==> config.mk <==
export PLATFORM = sky130hd
export DESIGN_NAME = cic_decimator_mc
export DESIGN_NICKNAME = d
export VERILOG_FILES = /design/src/rtl/cic_mc_pkg.sv /design/src/rtl/cic_decimator_mc_core.sv /design/src/rtl/cic_decimator_mc.sv
export SDC_FILE = /design/constraint.sdc
export NUM_CORES = 2
export LEC_CHECK = 0
export ABC_AREA = 1
export CORE_ASPECT_RATIO = 1.75
export CORE_MARGIN = 3
export CORE_UTILIZATION = 60
export CTS_BUF_LIST = sky130_fd_sc_hd__clkbuf_8
export DETAILED_ROUTE_END_ITERATION = 10
export HOLD_SLACK_MARGIN = 0.05
export PLACE_DENSITY = 0.88
export RECOVER_POWER = 25
export SLEW_MARGIN = 30
export SYNTH_ARGS = -nofsm -noshare
export SYNTH_HDL_FRONTEND = slang
export SYNTH_SLANG_ARGS = --single-unit
==> constraint.sdc <==
create_clock -name clk -period 5.6 [get_ports clk]
set_input_delay 1.12 -clock clk [delete_from_list [all_inputs] [get_ports clk]]
set_output_delay 1.12 -clock clk [all_outputs]
set_load 0.005 [all_outputs]
==> src/rtl/cic_mc_pkg.sv <==
// Shared sizing helpers and the round/shift/saturate arithmetic for the CIC decimator.
package cic_mc_pkg;

  // Wide enough for any supported accumulator plus rounding headroom.
  localparam int unsigned CALC_WIDTH = 64;

  // Ceiling log2; clog2(1) = 0.
  function automatic int unsigned clog2(input int unsigned v);
    int unsigned r;
    r = 0;
    while ((32'd1 << r) < v) r++;
    return r;
  endfunction

  // Accumulator width needed for lossless modular CIC growth.
  function automatic int unsigned acc_width(input int unsigned in_w,
                                            input int unsigned stages,
                                            input int unsigned max_rate);
    return in_w + stages * clog2(max_rate);
  endfunction

  // Accumulator width for the default configuration (18b in, N=3, R<=64).
  localparam int unsigned ACC_WIDTH = acc_width(18, 3, 64);

  // Scaled sample and whether saturation clipped it.
  typedef struct packed {
    logic                          clip;
    logic signed [CALC_WIDTH-1:0]  value;
  } scale_res_t;

  // Round half up at bit s-1, arithmetic shift right by s, saturate to out_w bits.
  function automatic scale_res_t round_shift_sat(input logic signed [CALC_WIDTH-1:0] v,
                                                 input int unsigned s,
                                                 input int unsigned out_w);
    logic signed [CALC_WIDTH-1:0] rnd;
    logic signed [CALC_WIDTH-1:0] sh;
    logic signed [CALC_WIDTH-1:0] max_v;
    logic signed [CALC_WIDTH-1:0] min_v;
    scale_res_t res;
    rnd = v;
    if (s != 0) rnd = v + (64'sd1 <<< (s - 1));
    sh    = rnd >>> s;
    max_v = (64'sd1 <<< (out_w - 1)) - 64'sd1;
    min_v = -(64'sd1 <<< (out_w - 1));
    res.clip  = 1'b0;
    res.value = sh;
    if (sh > max_v) begin
      res.clip  = 1'b1;
      res.value = max_v;
    end else if (sh < min_v) begin
      res.clip  = 1'b1;
      res.value = min_v;
    end
    return res;
  endfunction

endpackage

==> src/rtl/cic_decimator_mc_core.sv <==
// One channel of the CIC: integrator chain, comb chain and output scaler/register.
module cic_channel_core
  import cic_mc_pkg::*;
#(
  parameter int unsigned IN_WIDTH  = 18,
  parameter int unsigned OUT_WIDTH = 18,
  parameter int unsigned STAGES    = 3,
  parameter int unsigned ACC_W     = 36
) (
  input  logic                        clk,
  input  logic                        rst_n,
  input  logic signed [IN_WIDTH-1:0]  x,
  input  logic                        int_en,
  input  logic                        clr,
  input  logic [STAGES-1:0]           comb_en,
  input  logic                        out_en,
  input  logic                        bypass,
  input  logic [5:0]                  shift,
  output logic signed [OUT_WIDTH-1:0] y,
  output logic                        clip_c
);

  localparam int unsigned MAX_SHIFT = ACC_W - OUT_WIDTH;

  logic signed [ACC_W-1:0]      x_ext;
  logic signed [ACC_W-1:0]      integ_q [STAGES];
  logic signed [ACC_W-1:0]      integ_d [STAGES];
  logic signed [ACC_W-1:0]      comb_q  [STAGES];
  logic signed [ACC_W-1:0]      prev_q  [STAGES];
  logic signed [ACC_W-1:0]      comb_in [STAGES];
  logic signed [CALC_WIDTH-1:0] pre_c;
  int unsigned                  s_eff;
  scale_res_t                   sres;

  assign x_ext = {{(ACC_W-IN_WIDTH){x[IN_WIDTH-1]}}, x};

  // Integrator chain: each stage adds the freshly updated value of the stage before it.
  always_comb begin
    integ_d[0] = integ_q[0] + x_ext;
    for (int k = 1; k < int'(STAGES); k++) integ_d[k] = integ_q[k] + integ_d[k-1];
  end

  // Comb inputs: stage 0 takes the last integrator, later stages take the previous comb.
  always_comb begin
    comb_in[0] = integ_q[STAGES-1];
    for (int k = 1; k < int'(STAGES); k++) comb_in[k] = comb_q[k-1];
  end

  // Integrator and comb state; bypass holds everything at zero.
  always_ff @(posedge clk or negedge rst_n) begin
    if (!rst_n) begin
      for (int k = 0; k < int'(STAGES); k++) begin
        integ_q[k] <= '0;
        comb_q[k]  <= '0;
        prev_q[k]  <= '0;
      end
    end else if (clr) begin
      for (int k = 0; k < int'(STAGES); k++) begin
        integ_q[k] <= '0;
        comb_q[k]  <= '0;
        prev_q[k]  <= '0;
      end
    end else begin
      if (int_en) begin
        for (int k = 0; k < int'(STAGES); k++) integ_q[k] <= integ_d[k];
      end
      for (int k = 0; k < int'(STAGES); k++) begin
        if (comb_en[k]) begin
          comb_q[k] <= comb_in[k] - prev_q[k];
          prev_q[k] <= comb_in[k];
        end
      end
    end
  end

  // Scaler: bypass takes the raw input unshifted, otherwise the last comb with clamped shift.
  always_comb begin
    s_eff = 32'(shift);
    if (32'(shift) > MAX_SHIFT) s_eff = MAX_SHIFT;
    pre_c = '0;
    if (bypass) begin
      pre_c = {{(CALC_WIDTH-IN_WIDTH){x[IN_WIDTH-1]}}, x};
      sres  = round_shift_sat(pre_c, 0, OUT_WIDTH);
    end else begin
      pre_c = {{(CALC_WIDTH-ACC_W){comb_q[STAGES-1][ACC_W-1]}}, comb_q[STAGES-1]};
      sres  = round_shift_sat(pre_c, s_eff, OUT_WIDTH);
    end
    clip_c = sres.clip;
  end

  // Output sample register, loaded only when the pipeline hands over a valid sample.
  always_ff @(posedge clk or negedge rst_n) begin
    if (!rst_n) begin
      y <= '0;
    end else if (out_en) begin
      y <= sres.value[OUT_WIDTH-1:0];
    end
  end

endmodule

==> src/rtl/cic_decimator_mc.sv <==
// Multi-channel CIC decimator: shared rate counter, valid tags, backpressure and overflow.
module cic_decimator_mc
  import cic_mc_pkg::*;
#(
  parameter int unsigned NUM_CH    = 2,
  parameter int unsigned IN_WIDTH  = 18,
  parameter int unsigned OUT_WIDTH = 18,
  parameter int unsigned STAGES    = 3,
  parameter int unsigned MAX_RATE  = 64
) (
  input  logic                          clk,
  input  logic                          rst_n,
  input  logic                          enable,
  input  logic [7:0]                    cfg_rate,
  input  logic [5:0]                    cfg_shift,
  input  logic                          cfg_bypass,
  input  logic                          clear_status,
  input  logic [NUM_CH*IN_WIDTH-1:0]    s_data,
  input  logic                          s_valid,
  output logic                          s_ready,
  output logic [NUM_CH*OUT_WIDTH-1:0]   m_data,
  output logic                          m_valid,
  input  logic                          m_ready,
  output logic                          overflow,
  output logic [7:0]                    phase
);

  localparam int unsigned ACC_W = acc_width(IN_WIDTH, STAGES, MAX_RATE);

  logic              stall;
  logic              adv;
  logic              accept;
  logic              event_c;
  logic              out_en;
  logic [7:0]        phase_q;
  logic [7:0]        r_lat_q;
  logic [7:0]        r_cfg_c;
  logic [7:0]        r_cur_c;
  logic [STAGES:0]   tag_q;
  logic [STAGES-1:0] comb_en;
  logic [NUM_CH-1:0] clip_c;

  assign stall   = m_valid && !m_ready;
  assign s_ready = rst_n && enable && !stall;
  assign accept  = s_valid && s_ready;
  assign adv     = enable && !stall;
  assign comb_en = {STAGES{adv}} & tag_q[STAGES-1:0];
  assign out_en  = adv && (cfg_bypass ? accept : tag_q[STAGES]);
  assign phase   = phase_q;

  // Effective ratio: 0 acts as 1, anything above MAX_RATE is clamped; latched at phase 0.
  always_comb begin
    r_cfg_c = cfg_rate;
    if (cfg_rate == 8'd0) r_cfg_c = 8'd1;
    else if (32'(cfg_rate) > MAX_RATE) r_cfg_c = 8'(MAX_RATE);
    r_cur_c = (phase_q == 8'd0) ? r_cfg_c : r_lat_q;
    event_c = accept && !cfg_bypass && (phase_q == r_cur_c - 8'd1);
  end

  // Shared rate counter, advanced once per accepted sample.
  always_ff @(posedge clk or negedge rst_n) begin
    if (!rst_n) begin
      phase_q <= 8'd0;
      r_lat_q <= 8'd1;
    end else if (cfg_bypass) begin
      phase_q <= 8'd0;
    end else if (accept) begin
      if (phase_q == 8'd0) r_lat_q <= r_cfg_c;
      phase_q <= event_c ? 8'd0 : phase_q + 8'd1;
    end
  end

  // Valid tags: bit 0 marks a decimated integrator value, bit k+1 marks comb stage k output.
  always_ff @(posedge clk or negedge rst_n) begin
    if (!rst_n) begin
      tag_q <= '0;
    end else if (cfg_bypass) begin
      tag_q <= '0;
    end else if (adv) begin
      tag_q <= {tag_q[STAGES-1:0], event_c};
    end
  end

  // Output valid handshake and sticky overflow (a new clip beats a simultaneous clear).
  always_ff @(posedge clk or negedge rst_n) begin
    if (!rst_n) begin
      m_valid  <= 1'b0;
      overflow <= 1'b0;
    end else begin
      if (adv) m_valid <= cfg_bypass ? accept : tag_q[STAGES];
      else if (m_ready) m_valid <= 1'b0;
      if (out_en && (|clip_c)) overflow <= 1'b1;
      else if (clear_status) overflow <= 1'b0;
    end
  end

  // Per-channel datapaths sharing the control above.
  for (genvar ch = 0; ch < NUM_CH; ch++) begin : g_ch
    logic signed [OUT_WIDTH-1:0] y;
    cic_channel_core #(
      .IN_WIDTH (IN_WIDTH),
      .OUT_WIDTH(OUT_WIDTH),
      .STAGES   (STAGES),
      .ACC_W    (ACC_W)
    ) u_core (
      .clk    (clk),
      .rst_n  (rst_n),
      .x      (s_data[ch*IN_WIDTH +: IN_WIDTH]),
      .int_en (accept && !cfg_bypass),
      .clr    (cfg_bypass),
      .comb_en(comb_en),
      .out_en (out_en),
      .bypass (cfg_bypass),
      .shift  (cfg_shift),
      .y      (y),
      .clip_c (clip_c[ch])
    );
    assign m_data[ch*OUT_WIDTH +: OUT_WIDTH] = y;
  end

endmodule

==> results of run 1 <==
through the flow:
step / setup TNS (ps) / setup WS, ps / instance area, um2 / utilization [%]
2_1_floorplan: -23160 / -722 / 68100 / -
3_3_place_gp: -133120 / -2210 / 82400 / 74.1
3_5_place_dp: -162920 / -2530 / 82400 / 74.1
4_1_cts: -37770 / -990 / 91000 / 81.8
per-layer routing:
layer / GRT usage (%) / GRT overflow
met5: 50.6 / 28
met4: 103 / 1503
met3: 79.9 / 163
met2: 111 / 3462
met1: 88.3 / 100
cell families after synthesis:
logic type	count (synthesis)	synth area share [%]
other	2	0.0112
adder cells (fa/ha/maj)	474	8.94
AND/OR/NAND/NOR	5417	34.4
flip-flops	706	26.2
multiplexers	10	0.149
XOR/XNOR	286	3.75
AO/OA/AOI/OAI	1876	16.4
buffers and inverters	1782	10.1
repair_timing:
| item | CTS |
|---|---|
| gates resized for setup | 1124 |
| setup buffers | 175 |
| cloned | 2 |
| pin swaps | 349 |
| endpoints found under the setup margin | 103 |
==> results.toml, run 1 <==
[logic_synthesis]
yosysSeqAreaShare_pct = 26.2
ys.flop_type = "dfrtp_1"
syn-instance-count = 10600
yosys_warnings = 0
synth-seq-cells = 706
yosysMostFrequentCell = "nand2_1"
syn_area_um2 = 67300
synth_largest_area_cell = "dfrtp_1"
async_flop_share_pct = 100
synth_commonest_cells = "2769 x nand2_1, 1619 x nand3_1, 1341 x inv_1, 732 x nor2_1, 705 x dfrtp_1"
yosys.area.top_type_share_pct = 26.2
ys_types = 67
yosys-top-cells-area = "dfrtp_1 26%, nand2_1 15%, nand3_1 12%"
synth_edf_count = 0
avgSynthCellArea_um2 = 6.38

[clock_tree]
cts_buffers = 94
root_buffer = "clkbuf_8"
cts.sinks = 706
holdBufCountCts = 0
htreeDepth = 3
cts_buffer_depth = 3

[die]
ioPinCount = 104
initial_core_util_pct = 60.5
fp-row-count = 162
die_h_um = 449
die_x_um = 259

[global_routing]
grt_overflow = 5256
grt_max_degree = 174
grt_pass1_vias = 119000
groute.usage.overall_pct = 93.9
grt_first_pass_wirelength_um = 856000

[run_status]
lastStage = "global routing"
tool.error = "[ERROR GRT-0116] Global routing finished with congestion. Check the congestion regions in the DRC Viewer."
status = "stopped before the end"

[placement]
io_buffers = 103
dp_hpwl_um = 253000
place_congestion = 1.25
place_inst = 13400
==> run 2: changes to the inputs <==
--- a/config.mk
+++ b/config.mk
@@ -6,13 +6,10 @@
 export NUM_CORES = 2
 export LEC_CHECK = 0
 export ABC_AREA = 1
-export CORE_ASPECT_RATIO = 1.75
 export CORE_MARGIN = 3
-export CORE_UTILIZATION = 60
-export CTS_BUF_LIST = sky130_fd_sc_hd__clkbuf_8
+export CORE_UTILIZATION = 40
 export DETAILED_ROUTE_END_ITERATION = 10
-export HOLD_SLACK_MARGIN = 0.05
-export PLACE_DENSITY = 0.88
+export PLACE_DENSITY_LB_ADDON = 0.15
 export RECOVER_POWER = 25
 export SLEW_MARGIN = 30
 export SYNTH_ARGS = -nofsm -noshare
==> constraint.sdc (replaced) <==
create_clock -name clk -period 7.3 [get_ports clk]
set_input_delay 1.46 -clock clk [delete_from_list [all_inputs] [get_ports clk]]
set_output_delay 1.46 -clock clk [all_outputs]
set_load 0.005 [all_outputs]
==> results.toml, run 2 <==
[run_status]
status = "finished, violations left"
violations = "max-capacitance violations, max-slew violations"

[timing]
hold_violations = 0
skew_ps = 36.1
grt_setup_unrepaired = "true"
finalSetupViolations = 0
worstMarginPinSlew_ps = 3970
fin_crit_sh_pct = 97.1
max_freq_ghz = 0.141
slew_headroom_pct = -164
fin_tns_setup_ps = 0
slew_viol_final = 279
period_needed_ps = 7090

[worst_hold_path]
min_path_cells = 2
min_path_type = "register to register"

[drt]
drtIter0Drc = 5657
avgRoutedWirePerCell_um = 21.5
drtPass1Iterations = 7
vias = 78000
drc_errors = 0
via_per_inst = 5.47
wl_um = 306000
ant_nets = 0

[logic_synthesis]
avgSynthCellArea_um2 = 6.38
synth_commonest_cells = "2769 x nand2_1, 1619 x nand3_1, 1341 x inv_1, 732 x nor2_1, 705 x dfrtp_1"
synth-seq-cells = 706
synth_edf_count = 0
yosysMostFrequentCell = "nand2_1"
ys_types = 67
yosys.area.top_type_share_pct = 26.2
yosysSeqAreaShare_pct = 26.2
ys.flop_type = "dfrtp_1"
syn-instance-count = 10600
yosys_warnings = 0
yosys-top-cells-area = "dfrtp_1 26%, nand2_1 15%, nand3_1 12%"
async_flop_share_pct = 100
syn_area_um2 = 67300
synth_largest_area_cell = "dfrtp_1"

[die]
ioPinCount = 104
core_area_um2 = 166000
die-area_um2 = 173000
die_h_um = 416
fp-row-count = 149
initial_core_util_pct = 40.5
die_x_um = 416

[placement]
dp_hpwl_um = 243000
place_congestion = 1.10
place_inst = 14000
io_buffers = 103

[finish]
area_delta_synth_final_pct = 34.4
final_common_cell = "nand2_1"
layout-drive-gt1-share_pct = 24.1
finish.net_count = 12500
layout_common_cells = "2546 x nand2_1, 1587 x buf_4, 1327 x inv_1"
stdcell_count = 14200

[clock_tree]
cts_tree = "built"
htreeDepth = 3
root_buffer = "clkbuf_16"
cts_buffers = 78
cts_buffer_depth = 3
cts.sinks = 706
clk_latency_ps = 670
cts.reportedPaths.clkPinSlew_ps = 60

[power]
p_leak_nw = 46.5
seqPwrFrac_pct = 32.9
power_switching_mw = 4.26
clock_power_share_pct = 33.8
pwr-share-comb_pct = 33.3
ir_worst_vdd_mv = 0.204
swShare_pct = 33.8
cellPowerDensity_nw_per_um2 = 139
internal-power_mw = 8.35
fin_total_pwr_mw = 12.6

[worst_setup_path]
r2r_setup_slack_ps = 1190
cpMaxStageDelayCell = "clkdlybuf4s50_1"
ff2ff_path_depth = 48
worstSetupPathType = "primary input to register"
cp_common_cell = "nand2_1"
cpPeakStageDelay_ps = 480
end_kind = "register"
cp.required_ps = 7860
arrival_ps = 7640
worst_setup_path_start_kind = "primary input"
worstPathMaxFanout = 8

[global_routing]
antenna_found_initial = 13
grt_overflow = 0
grt_pass1_vias = 75000
grt_first_pass_wirelength_um = 453000
groute.usage.overall_pct = 33.9
grt_max_degree = 208

[run]
max-cap-violations = 5
-- run 2: cell counts after synthesis --
Identical to the previous run, type by type.
-- run 2: metal layers --
layer / part of all wire, % / global-route usage, % / routed length (um)
met5: 0.019 / 0 / 59
met4: 8.8 / 24.4 / 27000
met3: 4.8 / 4.60 / 14700
met2: 47 / 57.9 / 144000
met1: 39 / 39.1 / 120000
-- run 2: power groups by stage --
stage	combinational (mW)	sequential [mW]	clock, mW
2_1_floorplan	2.19	4.18	0
3_3_place_gp	3.76	4.21	0
3_5_place_dp	3.81	4.21	0
4_1_cts	3.88	4.14	4.34
5_1_grt	4.64	4.16	4.50
6_report	4.20	4.14	4.26
-- run 2: cells by family (layout without fill, tap and decap cells) --
family,count (synthesis),in the layout,share of synthesized area (%)
adder cells (fa/ha/maj),474,474,8.94
AO/OA/AOI/OAI,1876,1876,16.4
other,2,22,0.0112
XOR/XNOR,286,286,3.75
AND/OR/NAND/NOR,5417,5417,34.4
buffers and inverters,1782,3267,10.1
flip-flops,706,706,26.2
multiplexers,10,10,0.149
-- run 2: stage by stage --
step                hold WS (ps)  instance area, um2  setup WS, ps  util, %
finish                       484               90400           212     54.4
global route                 504               90400          -127     54.4
CTS                          485               85200          3.60     51.3
detailed placement           469               81900         -1240     49.3
global placement             465               81900         -1260     49.3
floorplan                    448               67400          22.0        -
-- run 2: timing repair --
action / in CTS / in global routing
hold endpoints to repair: 0 / 0
setup endpoints to repair: 45 / 51
gates cloned: 0 / 3
gates resized for setup: 170 / 1084
setup buffers: 10 / 78
hold buffers: 0 / 0
pin swaps: 18 / 291
-- run 2: path summary, 6_finish.rpt --
| kind | start | to |
|---|---|---|
| worst min-delay path | r_lat_q[4] | r_lat_q[4] |
| min in group asynchronous | rst_n | g_ch[0].u_core.integ_q[107] |
| worst min register to register | r_lat_q[4] | r_lat_q[4] |
| worst max register to register | g_ch[1].u_core.integ_q[72] | g_ch[1].u_core.comb_in[107] |
| worst max-delay path | cfg_shift[0] | g_ch[1].u_core.y[1] |
| max in group asynchronous | rst_n | g_ch[0].u_core.prev_q[7] |
-- run 2: critical path, delay by kind of cell --
kind | cells | cell delay, ps
AO/OA/AOI/OAI | 1 | 320
AND/OR/NAND/NOR | 36 | 3740
buffers and inverters | 11 | 1930
adder cells (fa/ha/maj) | 1 | 180
-- run 2: area by class of cell --
class / count / area (um2)
well taps: 2189 / 2740
flip-flops and latches: 706 / 17700
fillers: 16700 / 75700
clock inverters: 36 / 492
repair buffers: 1763 / 14200
clock buffers: 105 / 2210
diodes: 1 / 2.50
inverters: 1363 / 5150
multi-input cells: 8084 / 48000
Power figures use the tool's default switching activity.
